<file path="src/rtl/muldiv_sequencer.sv">
// muldiv_sequencer
//   Iterative unsigned multiply / divide unit for a pipeline back end.
//   One shift-add (multiply) or restoring-divide step per cycle, WIDTH
//   steps per operation; division by zero short-circuits straight to DONE.
//
// Ports
//   clk_i     in   1      clock, rising edge
//   rst_ni    in   1      asynchronous active-low reset
//   start_i   in   1      request new operation (looked at only in IDLE)
//   op_i      in   2      00 MUL, 01 MULHU, 10 DIVU, 11 REMU
//   a_i       in   WIDTH  operand A / dividend
//   b_i       in   WIDTH  operand B / divisor
//   flush_i   in   1      abort any operation in progress
//   busy_o    out  1      iterating (CALC)
//   done_o    out  1      one-cycle pulse, result_o valid
//   result_o  out  WIDTH  registered result, held until the next done_o
//   stall_o   out  1      combinational stall to the front end
//
// state | meaning
// ------+-------------------------------------------------------------
// IDLE  | waiting for start_i; operands captured on accept
// CALC  | one iteration per cycle, counter 0..WIDTH-1
// DONE  | single cycle, done_o high, result_o carries the new result

module muldiv_sequencer #(
  parameter int WIDTH = 32,
  parameter int CNT_W = 6
) (
  input  logic             clk_i,
  input  logic             rst_ni,
  input  logic             start_i,
  input  logic [1:0]       op_i,
  input  logic [WIDTH-1:0] a_i,
  input  logic [WIDTH-1:0] b_i,
  input  logic             flush_i,
  output logic             busy_o,
  output logic             done_o,
  output logic [WIDTH-1:0] result_o,
  output logic             stall_o
);

  typedef enum logic [1:0] {
    S_IDLE = 2'd0,
    S_CALC = 2'd1,
    S_DONE = 2'd2
  } state_t;

  localparam logic [1:0] OP_MUL   = 2'b00;
  localparam logic [1:0] OP_MULHU = 2'b01;
  localparam logic [1:0] OP_DIVU  = 2'b10;

  state_t               r_state;
  state_t               w_state_nxt;
  logic [CNT_W-1:0]     r_cnt;
  logic [1:0]           r_op;
  logic [WIDTH-1:0]     r_b;
  // Multiply: {partial product high, multiplier shifting out of the low half}.
  // Divide:   low half holds dividend bits shifting out and quotient bits in.
  logic [2*WIDTH-1:0]   r_prod;
  logic [WIDTH-1:0]     r_rem;
  logic [WIDTH-1:0]     r_result;

  logic                 w_accept;
  logic                 w_div0;
  logic                 w_last;
  logic [WIDTH:0]       w_mul_sum;
  logic [2*WIDTH-1:0]   w_mul_nxt;
  logic [WIDTH:0]       w_shift;
  logic [WIDTH:0]       w_trial;
  logic                 w_borrow;
  logic [WIDTH-1:0]     w_rem_nxt;
  logic [WIDTH-1:0]     w_quo_nxt;
  logic [WIDTH-1:0]     w_calc_res;

  assign w_accept = start_i & ~flush_i;
  assign w_div0   = op_i[1] & (b_i == '0);
  assign w_last   = (r_cnt == CNT_W'(WIDTH - 1));

  // Shift-add step: conditionally add B into the high half, then shift the
  // whole product right; the carry lands in the top bit.
  assign w_mul_sum = {1'b0, r_prod[2*WIDTH-1:WIDTH]} + {1'b0, (r_prod[0] ? r_b : '0)};
  assign w_mul_nxt = {w_mul_sum, r_prod[WIDTH-1:1]};

  // Restoring divide step. The partial remainder is always < B, so the
  // shifted value fits WIDTH+1 bits and bit WIDTH of the trial is the borrow.
  assign w_shift   = {r_rem, r_prod[WIDTH-1]};
  assign w_trial   = w_shift - {1'b0, r_b};
  assign w_borrow  = w_trial[WIDTH];
  assign w_rem_nxt = w_borrow ? w_shift[WIDTH-1:0] : w_trial[WIDTH-1:0];
  assign w_quo_nxt = {r_prod[WIDTH-2:0], ~w_borrow};

  // Result taken from the next-state values so it is valid during DONE.
  always_comb begin
    w_calc_res = '0;
    case (r_op)
      OP_MUL:   w_calc_res = w_mul_nxt[WIDTH-1:0];
      OP_MULHU: w_calc_res = w_mul_nxt[2*WIDTH-1:WIDTH];
      OP_DIVU:  w_calc_res = w_quo_nxt;
      default:  w_calc_res = w_rem_nxt;
    endcase
  end

  always_comb begin
    w_state_nxt = r_state;
    case (r_state)
      S_IDLE: begin
        if (w_accept) w_state_nxt = w_div0 ? S_DONE : S_CALC;
      end
      S_CALC: begin
        if (flush_i)     w_state_nxt = S_IDLE;
        else if (w_last) w_state_nxt = S_DONE;
      end
      S_DONE:  w_state_nxt = S_IDLE;
      default: w_state_nxt = S_IDLE;
    endcase
  end

  always_ff @(posedge clk_i or negedge rst_ni) begin
    if (!rst_ni) r_state <= S_IDLE;
    else         r_state <= w_state_nxt;
  end

  always_ff @(posedge clk_i or negedge rst_ni) begin
    if (!rst_ni) begin
      r_cnt    <= '0;
      r_op     <= '0;
      r_b      <= '0;
      r_prod   <= '0;
      r_rem    <= '0;
      r_result <= '0;
    end else begin
      case (r_state)
        S_IDLE: begin
          if (w_accept) begin
            r_op   <= op_i;
            r_b    <= b_i;
            r_cnt  <= '0;
            r_rem  <= '0;
            r_prod <= {{WIDTH{1'b0}}, a_i};
            if (w_div0) r_result <= op_i[0] ? a_i : '1;
          end
        end
        S_CALC: begin
          if (!flush_i) begin
            r_cnt <= r_cnt + CNT_W'(1);
            if (r_op[1]) begin
              r_rem  <= w_rem_nxt;
              r_prod <= {r_prod[2*WIDTH-1:WIDTH], w_quo_nxt};
            end else begin
              r_prod <= w_mul_nxt;
            end
            if (w_last) r_result <= w_calc_res;
          end
        end
        default: ;
      endcase
    end
  end

  assign busy_o   = (r_state == S_CALC);
  // A flush landing in the DONE cycle kills the pulse so the pipeline never
  // consumes a result belonging to a squashed instruction.
  assign done_o   = (r_state == S_DONE) & ~flush_i;
  assign result_o = r_result;
  // Qualified with rst_ni: state already reads IDLE during reset, but a
  // start_i held high must not stall the front end.
  assign stall_o  = rst_ni & (busy_o | ((r_state == S_IDLE) & w_accept));

endmodule

</file>
<file path="config.mk">
export PLATFORM = sky130hd
export DESIGN_NAME = muldiv_sequencer
export DESIGN_NICKNAME = d
export VERILOG_FILES = /design/src/rtl/muldiv_sequencer.sv
export SDC_FILE = /design/constraint.sdc
export NUM_CORES = 1
export LEC_CHECK = 0
export ABC_AREA = 1
export CORE_MARGIN = 2
export CORE_UTILIZATION = 27
export CTS_CLUSTER_DIAMETER = 150
export DETAILED_ROUTE_END_ITERATION = 16
export GPL_TIMING_DRIVEN = 0
export PLACE_DENSITY_LB_ADDON = 0.1
export REMOVE_ABC_BUFFERS = 1
export SYNTH_ARGS = -nofsm -noshare
export SYNTH_HDL_FRONTEND = slang
export SYNTH_SLANG_ARGS = --single-unit
export TNS_END_PERCENT = 5
</file>
<file path="constraint.sdc">
create_clock -name clk_i -period 3 [get_ports clk_i]
set_input_delay 0.6 -clock clk_i [delete_from_list [all_inputs] [get_ports clk_i]]
set_output_delay 0.6 -clock clk_i [all_outputs]
set_load 0.02 [all_outputs]
</file>
# Word-level counts from Yosys, hierarchy flattened
# Cells that the tools add are included.
# Widths: inputs -> output; s select.
[totals]
output_inout_bits = 35
regBits = 170
inputBits = 70
elab_cells = 66
[op_classes]
n_eq_ne = 12
bitwise = 8
add_sub_neg = 3
mux = 25
n_reduce_logical = 10
[op_table]
columns = ["op", "count"]
rows = [
  ["$mux 32", 10],
  ["$mux 64", 3],
  ["$pmux 32 s2", 2],
  ["$pmux 64 s2", 1],
  ["$pmux 32 s3", 1],
  ["$add 32x32->33", 1],
  ["$sub 33x32->33", 1],
  ["$logic_not 32->1", 1],
  ["$mux 6", 2],
  ["$pmux 6 s2", 1],
  ["$mux 2", 4],
  ["$ne 2x2->1 const B", 4],
  ["$reduce_and 4->1", 2],
  ["$add 6x1->6 const B", 1],
  ["$eq 6x5->1 const B", 1],
  ["$and 1x1->1", 5],
  ["$reduce_and 5->1", 1],
  ["$eq 2x1->1 const B", 2],
  ["$eq 2x2->1 const B", 2],
  ["$logic_not 2->1", 2],
  ["$ne 2x1->1 const B", 2],
  ["$pmux 2 s2", 1],
  ["$reduce_and 2->1", 2],
  ["$ne 3x2->1 const B", 1],
  ["4 further kinds", 5],
]

# Longest topological paths before layout
[depth]
word_depth = 6
mapped_depth = 20
mapped_depth_nobuf = 18

# Worst setup path after synthesis
# OpenSTA, ideal clock, no wires.
[synth_timing]
kind = "register -> register"
start = "reg r_prod[0]"
end = "reg r_result[7] (netlist: result_o[7])"
path_stages_with_launch = 16
period_less_slack_ps = 2551
setup_slack_ps = 449
arrival_time_ps = 2478
required_time_ps = 2927
path_cell_list = "dfrtp_1 > clkbuf_1 > clkbuf_1 > nand2_1 > inv_1 > ha_1 > fa_1 > nand3_1 > nand3_1 > nand2_1 > nand2_1 > xnor2_1 > or2_2 > a21oi_1 > nand2_1 > a21oi_2"
[synth_between]
elab_chain_len = 6
[synth_lines]
columns = ["item", "line_no", "source"]
rows = [
  ["from (decl)", "59", "logic [2*WIDTH-1:0] r_prod;"],
  ["from (signal assigned)", "139", "r_prod <= {{WIDTH{1'b0}}, a_i};"],
  ["from (signal assigned)", "148", "r_prod <= {r_prod[2*WIDTH-1:WIDTH], w_quo_nxt};"],
  ["from (signal assigned)", "150", "r_prod <= w_mul_nxt;"],
  ["$mux 32", "81", "assign w_mul_sum = {1'b0, r_prod[2*WIDTH-1:WIDTH]} + {1'b0, (r_prod[0] ? r_b : '0)};"],
  ["$add 32x32->33", "81", ""],
  ["$pmux 32 s3", "95", "case (r_op)"],
  ["$mux 32", "152", "if (w_last) r_result <= w_calc_res;"],
  ["$mux 32", "144", "if (!flush_i) begin"],
  ["$pmux 32 s2", "132", "case (r_state)"],
  ["to (signal assigned)", "140", "if (w_div0) r_result <= op_i[0] ? a_i : '1;"],
  ["to (signal assigned)", "152", ""],
  ["to (decl)", "61", "logic [WIDTH-1:0] r_result;"],
]
# No other way between the ends. The select of a mux whose other input is x is not followed.
# A chain may end at the register's enable or synchronous reset.

# Worst setup path after layout
[layout_timing]
start = "in flush_i"
end = "reg r_prod[31]"
[layout_between]
elab_chain_len = 4
word_cells_on_any_way = 5
cone_classes = "2 x eq/ne; 2 x bitwise; 1 x reduce/logical"
[layout_lines]
columns = ["item", "line_no", "source"]
rows = [
  ["from (decl)", "35", "input logic flush_i,"],
  ["$not 1->1", "75", "assign w_accept = start_i & ~flush_i;"],
  ["$and 1x1->1", "75", ""],
  ["$ne 2x2->1 (no source line)", "n/a", ""],
  ["$reduce_and 3->1 (no source line) (*)", "n/a", ""],
]
# Every way passes the cells marked *; elsewhere a longest branch is shown, timed or not.

==> summary.txt <==
status: finished clean
first-pass GRT wire length: 88200 um
Area growth, synth to finish: 22.2%
startpoint types: primary input
Routed Antenna Nets: 0
slew margin rel.: 7.34%
via count of the first global-routing pass: 14200
Site Rows: 84
Max Cap Viol: 0
largest net degree at the start of global routing: 88
Sw Share: 53.0%
TritonCTS buffer count: 17
Max Slew Vio Count: 0
Synth Warn #: 0
Worst Path Arrival: 3360 ps
CORE AREA: 0.0526 mm2
RSZ-0062 raised after global routing: yes
drt wl/cell: 19.7 um
total track usage: 21.7%
most frequent cells in the layout: nand2_1, inv_1, a21oi_1, dfrtp_1, nor2_1
Cells after Synth: 2187
# hold bufs at CTS: 0
minimum clock period: 2970 ps
chip width: 234 um
crit path kind: in -> reg
P per Cell Area: 986 mW/mm2
H-Tree Depth: 4
1st-pass router iterations: 5
top cells by area, synth: dfrtp_1, nand2_1, inv_1
VDD IR max: 527 uV
period utilisation layout: 99.0%
WL final: 58900 um
fmax: 337 MHz
DRC: 0
post-detail-place hpwl: 43400 um
CP Capture Type: flip-flop
Final Net Count: 2421
Mapped Area: 0.0143 mm2
Final Hold Fails: 0
Synth Area per Inst: 6.56 um2
Design Area, Final: 0.0175 mm2
sequential element share of the synthesized area: 29.7%
Post-synth top flop: dfrtp_1
worst skew pair latency: 490 ps
Cell variety after synth: 51
CTS root buffer: clkbuf_16
Static Leak: 8.97 nW
largest fanout on the critical path: 64
CP required: 3390 ps
Reg power frac: 23.1%
placed cell areas: 0.0161 mm2
R2R Setup Slk: 30 ps
Post-synth EDFFs: 0
Vias: 14500
antenna cells: 0
Clock Sink Count: 170
P_int: 8.12 mW
Via density: 4.85
Yosys top cell by area: dfrtp_1
Initial Utilization: 27.3%
Logic pwr share: 62.9%
ys async rst share: 100%
Congestion Overflow GR: 0
GP Congestion: 0.926
Fin Clk Skew: 11.1 ps
Die Y: 234 um
PortBufs: 104
Die ar.: 0.0550 mm2
io pins: 105
clock buffer depth: 2
HP Class: in -> async
Clk pwr share: 14.0%
1st-iter DRT viols: 1020
final core occ: 33.3%
clk slew on worst S/H paths: 70 ps
commonest non-fill, non-tap cell in the layout: nand2_1
initial antenna violation count: 1
sw power: 9.15 mW
top-area cell type share of the netlist area: 29.7%
endpoints failing setup: 0
share of cells above drive strength 1: 13.5%
Slew @ Worst Pin: 1390 ps
synthesized flop and latch total: 170
CTS tree: built
==> critical path: stages <==
cell	delay, ps
clkdlybuf4s50_1	530
nor2_2	230
nand2_4	170
inv_8	300
nor2_4	140
inv_4	310
nand2_2	420
inv_6	410
a21oi_1	110
o21ai_0	90
==> state kept, by name, indices dropped and copies added, names as in the netlist <==
register	count
r_b	32
r_cnt	6
r_op	2
r_prod	64
r_rem	32
r_state	2
result_o	32
==> cells in the mapped netlist (28+ instances only) <==
library cell,number
nand2_1,682
inv_1,357
a21oi_1,184
dfrtp_1,170
nor2_1,141
nand3_1,111
o21ai_0,73
ha_1,65
clkbuf_1,47
or2_2,37
a22o_1,33
nand2_4,29
a22oi_1,28
==> kinds of logic (layout without fill, tap and decap cells) <==
family | Yosys count | in the layout | share of synthesized area [%]
and+or+nand+nor | 1080 | 1088 | 33.4
adders and majority gates | 67 | 67 | 5.95
buffers and inverters | 448 | 550 | 12.2
DFF | 170 | 170 | 29.7
AOI/OAI and AO/OA | 395 | 395 | 17.2
xor gates and xnor gates | 27 | 27 | 1.65
==> final timing paths <==
| path | to | cells past startpoint | start |
|---|---|---|---|
| min in group clk_i | r_cnt[5]$_DFFE_PN0P_ | 1 | r_cnt[5]$_DFFE_PN0P_ |
| setup reg to reg | r_prod[31]$_DFFE_PN0P_ | 8 | r_state[1]$_DFFE_PN0P_ |
| hold / removal | result_o[5]$_DFFE_PN0P_ | 1 | rst_ni |
| setup / recovery | r_prod[31]$_DFFE_PN0P_ | 10 | flush_i |
| max in group asynchronous | r_prod[31]$_DFFE_PN0P_ | 2 | rst_ni |
| hold reg to reg | r_cnt[5]$_DFFE_PN0P_ | 1 | r_cnt[5]$_DFFE_PN0P_ |
==> power groups by stage <==
stage	sequential, mW	combinational, mW	clock, mW
floorplan	4.00	6.33	0
finish	3.99	10.9	2.42
global placement	4.05	9.92	0
detailed placement	4.06	10.1	0
global route	4.09	12.0	2.58
CTS	3.97	10.6	2.50
==> through the flow <==
stage / total power, mW / setup slack, ps / hold WS [ps] / instances / TNS, ps
2_1_floorplan: 10.3 / -941 / 304 / 2116 / -89670
3_3_place_gp: 14.0 / -7140 / 467 / 2908 / -1653930
3_5_place_dp: 14.2 / -2830 / 471 / 2915 / -261730
4_1_cts: 17.1 / -16.1 / 133 / 2984 / -46.9
5_1_grt: 18.7 / -117 / 155 / 2985 / -3040
6_report: 17.3 / 29.9 / 128 / 2985 / 0
==> area by class of cell <==
| type | instances | area (um2) |
|---|---|---|
| inverter | 377 | 1450 |
| clock inverter | 15 | 175 |
| timing repair buffer | 138 | 1480 |
| sequential | 170 | 4260 |
| tap | 688 | 861 |
| fill | 5822 | 35000 |
| clock buffer | 17 | 425 |
| multi-input combinational | 1577 | 8840 |
| timing repair inverter | 3 | 20.0 |
==> layer usage <==
layer,wire length (um),track usage [%]
met5,0,0
met4,920,5.13
met3,2420,3.38
met2,28000,36.2
met1,27600,29.5
==> what timing repair did <==
action                                  in CTS  in global routing
gates cloned                                10                  1
endpoints found under the setup margin     135                 92
resized for setup                           46                 72
pin swaps                                    8                  7
setup buffers                               27                  0
(Power assumes the default switching activity.)
